## src/rtl/config_pkg.sv

```systemverilog
// Shared configuration constants and types for the oscillator pipeline.
package CONFIG;

  localparam int LONG_PERCENT_WIDTH = 8;

  typedef logic [LONG_PERCENT_WIDTH-1:0] long_percent_t;

endpackage : CONFIG

```

## src/rtl/oscillator_pkg.sv

```systemverilog
// Oscillator types: quarter-wave lookup state and the quadrant decode helper.
package OSCILLATOR;

  typedef enum logic {
    FRONT = 1'b0,
    BACK  = 1'b1
  } oscillator_state_t;

  // Encoding matches the top two accumulator bits: bit 1 is the sign, bit 0 the half.
  typedef enum logic [1:0] {
    Q_FRONT_POS = 2'd0,
    Q_BACK_POS  = 2'd1,
    Q_FRONT_NEG = 2'd2,
    Q_BACK_NEG  = 2'd3
  } quadrant_t;

  function automatic oscillator_state_t quadrant_to_state(input quadrant_t q);
    return (q == Q_BACK_POS || q == Q_BACK_NEG) ? BACK : FRONT;
  endfunction

endpackage : OSCILLATOR

```

## src/rtl/sine_phase_driver.sv

```systemverilog
// Phase accumulator driving the quarter-wave sine lookup, with quadrant/sign decode
// and a one-cycle delayed sign aligned with the lookup's registered output.
module sine_phase_driver
  import CONFIG::*;
  import OSCILLATOR::*;
#(
  parameter  int FRAC_WIDTH = 8,
  localparam int ACC_WIDTH  = LONG_PERCENT_WIDTH + 2 + FRAC_WIDTH
) (
  input  logic                 clock,
  input  logic                 reset_l,
  input  logic                 tick,
  input  logic [ACC_WIDTH-1:0] step,
  input  logic                 step_load,
  input  logic                 retrigger,
  output oscillator_state_t    state,
  output long_percent_t        phase,
  output logic                 negate,
  output logic                 negate_aligned,
  output logic                 wrap
);

  logic [ACC_WIDTH-1:0] acc_reg;
  logic [ACC_WIDTH-1:0] step_reg;
  logic [ACC_WIDTH:0]   sum;
  quadrant_t            quadrant;

  // One extra bit on the adder so the carry-out becomes the wrap pulse.
  assign sum = {1'b0, acc_reg} + {1'b0, step_reg};

  // Outputs decode straight from the register, so they change only at clock edges.
  assign quadrant = quadrant_t'(acc_reg[ACC_WIDTH-1 -: 2]);
  assign phase    = acc_reg[ACC_WIDTH-3 -: LONG_PERCENT_WIDTH];
  assign state    = quadrant_to_state(quadrant);
  assign negate   = (quadrant == Q_FRONT_NEG) || (quadrant == Q_BACK_NEG);

  always_ff @(posedge clock or negedge reset_l) begin
    if (!reset_l) begin
      acc_reg        <= '0;
      step_reg       <= '0;
      negate_aligned <= 1'b0;
      wrap           <= 1'b0;
    end else begin
      if (retrigger) begin
        acc_reg <= '0;
        wrap    <= 1'b0;
      end else if (tick) begin
        acc_reg <= sum[ACC_WIDTH-1:0];
        wrap    <= sum[ACC_WIDTH];
      end else begin
        wrap    <= 1'b0;
      end
      // A load colliding with a tick lands after the add, which used the old step.
      if (step_load) begin
        step_reg <= step;
      end
      negate_aligned <= negate;
    end
  end

endmodule : sine_phase_driver

```

## config.mk

```make
export PLATFORM = sky130hd
export DESIGN_NAME = sine_phase_driver
export DESIGN_NICKNAME = d
export VERILOG_FILES = /design/src/rtl/config_pkg.sv /design/src/rtl/oscillator_pkg.sv /design/src/rtl/sine_phase_driver.sv
export SDC_FILE = /design/constraint.sdc
export NUM_CORES = 1
export LEC_CHECK = 0
export CORE_MARGIN = 4
export CORE_UTILIZATION = 49
export CTS_CLUSTER_DIAMETER = 30
export DETAILED_ROUTE_END_ITERATION = 8
export GPL_ROUTABILITY_DRIVEN = 0
export GPL_TIMING_DRIVEN = 0
export MAX_ROUTING_LAYER = met4
export PLACE_DENSITY = 0.76
export SLEW_MARGIN = 20
export SYNTH_ARGS = -nofsm -noshare
export SYNTH_HDL_FRONTEND = slang
export SYNTH_SLANG_ARGS = --single-unit
```

## constraint.sdc

```tcl
create_clock -name clock -period 2.11 [get_ports clock]
set_input_delay 0.211 -clock clock [delete_from_list [all_inputs] [get_ports clock]]
set_output_delay 0.211 -clock clock [all_outputs]
set_load 0.005 [all_outputs]
```

==> out/metrics.cfg <==
[outcome]
status = finished clean

[clocking]
clkSlewWorstSetupHoldPaths_ps = 80
cts.path.max_buffers = 2
root_buffer = clkbuf_8
numCtsBuffers = 5
cts_tree = yes
clk_latency_ps = 300
clock_sinks = 38
cts_max_level = 2

[layout]
nFillCells = 411
antennaDiodeCount = 0
final_cell_area_um2 = 3100
drive_above_1_share_pct = 22.1
finalNonFillerCells = 357
nets = 331
syn_to_final_growth_pct = 27.1
utilization_pct = 65.1

[sta]
setup_viol = 0
fmax_mhz = 489
fin_crit_sh_pct = 97.0
relSlewSlack_pct = 61.9
tns_ps = 0
final_max_slew_viol_count = 0
hold_viol = 0
skew_ps = 6.12
timing.hold.ws_ps = 333
tightest_slew_ps = 572
fin_crit_ps = 2050

[global_routing]
grt_pass1_wl_um = 8940
track_usage_pct = 19.1
grt_overflow_total = 0
grt_pass1_vias = 1942
grt_max_degree = 26
antenna_found_initial = 0

[synthesis]
syn_inst = 245
synth_ff_type = dfrtp_1
ys_top_cells_by_count = 38 x dfrtp_1, 21 x a21oi_1, 18 x ha_1
synth.distinct_cells = 48
synth_top_family_by_area = compound AO/OA/AOI/OAI gates
yosys.area.top_type_share_pct = 39.0
synth_area_um2 = 2440
avgSynthCellArea_um2 = 9.94
synth.top_cells.by_area = dfrtp_1 39%, ha_1 9.2%, mux2_2 7.9%
synth_async_sr_flop_share_pct = 100
synth_compound_area_share_pct = 18.9
synthSimpleGateAreaFrac_pct = 12.4
yosysWarningCount = 0
synth.most_common_cell = dfrtp_1
synth-xor-area-share_pct = 3.24
synth.yosys.seq_area_share_pct = 39.0
synth_edf_count = 0
synth-seq-cells = 38
synth_adder_area_share_pct = 10.1
yosysTopAreaCell = dfrtp_1
synth.area.mux_share_pct = 10.3
synth_nets = 287

[routing]
wirelength_um = 5420
ant_nets = 0
drc = 0
firstDrtPassIters = 4
drt_iter0_drc = 145
via_per_inst = 5.64
wl_per_cell_um = 15.2
dr_total_vias = 2013

[worst_setup_path]
endpoint_kind = register
crit_chain = ha_1 > o211ai_1 > a21oi_4 > o21ai_4 > o2bb2ai_2 > nor4b_2 > a221o_1
worstSetupPathType = register to register
path_max_fanout = 5
critPathArrivalTime_ps = 2240
critPathMaxStageDelay_ps = 400
startpoint_type = register
required_ps = 2300
ff2ff_path_depth = 7
slowest_stage = dfrtp_1
cpLargestDelayFamily = compound AO/OA/AOI/OAI gates
cp.depth = 7
path_buf_inv = 0

[pwr]
ir_drop_v = 0.000521
p_leak_uw = 0.00137
power-per-cell-area_nw_per_um2 = 839

[placement]
portBuffers = 33
placed_area_um2 = 2870
dp_cells = 346
hpwlAfterDp_um = 3930

[worst_hold_path]
hold_class = input port to async pin

[die]
io_pins = 35
die_area_um2 = 6160
fp.dieH_um = 78.5
coreArea_um2 = 4750
die_w_um = 78.5
num_rows = 25
initial_utilization_pct = 51.2

[flow_run]
drv_cap = 0

[layout make-up]
class	instances	area [um^2]	share of cell area [%]
sequential	38	951	30.7
buffer	20	110	3.56
inverter	9	33.8	1.09
timing repair buffer	38	378	12.2
tap	67	83.8	2.71
clock inverter	3	40.0	1.29
multi-input combinational	177	1430	46.2
clock buffer	5	68.8	2.22
[layer usage]
metal,GRT usage [%],vias up,wire [um]
met1,23.0,967,2380
met2,31.4,59,2680
met4,8.22,0,84
met3,3.56,12,276
met5,-,-,0
li1,-,975,-
[report_power, final]
| part | switching [uW] | internal [uW] | total [uW] | leakage, uW |
|---|---|---|---|---|
| combinational | 557 | 518 | 1070 | 0.000835 |
| sequential | 71.3 | 830 | 902 | 0.000477 |
| clock | 274 | 348 | 622 | 0.0000579 |
[kinds of logic (layout without fill, tap and decap cells)]
| family | Yosys count | in the layout |
|---|---|---|
| fa+ha+maj | 19 | 19 |
| compound gates | 66 | 66 |
| flops | 38 | 38 |
| simple gates | 60 | 60 |
| buf+inv | 30 | 75 |
| mux | 23 | 23 |
| xor+xnor | 9 | 9 |
[stage by stage]
stage / setup WS [ps] / total power, uW
finish: 63.4 / 2600
global route: -0.950 / 2770
CTS: 33.7 / 2570
detailed placement: -220 / 1900
global placement: -250 / 1870
floorplan: 32.3 / 1610
[worst paths after layout]
path / from / end / slack [ps]
setup / recovery: acc_reg[3] / acc_reg[10] / 60
hold / removal: reset_l / acc_reg[10] / 330
setup reg to reg: acc_reg[3] / acc_reg[10] / 60
hold reg to reg: step_reg[4] / step_reg[4] / 520
max in group asynchronous: reset_l / step_reg[4] / 1330
min in group clock: step[1] / step_reg[1] / 480
[cells in the final DEF (no fill, tap or decap), drive strengths merged, types with 5 or more instances in the layout]
cell,instances
dfrtp,38
nand2,15
mux2,17
mux2i,6
inv,9
clkdlybuf4s50,32
o21ai,10
nand2b,5
xnor2,7
ha,18
o211ai,8
buf,19
nor2,16
a21oi,23
clkbuf,11
[repair_timing]
action                     CTS  global route
hold buffers                 1             0
hold endpoints to repair    13             0
setup endpoints to repair    5             5
resized for setup            7            12
buffers inserted             2             1
pin swaps                    4             1
(Power assumes the default switching activity.)
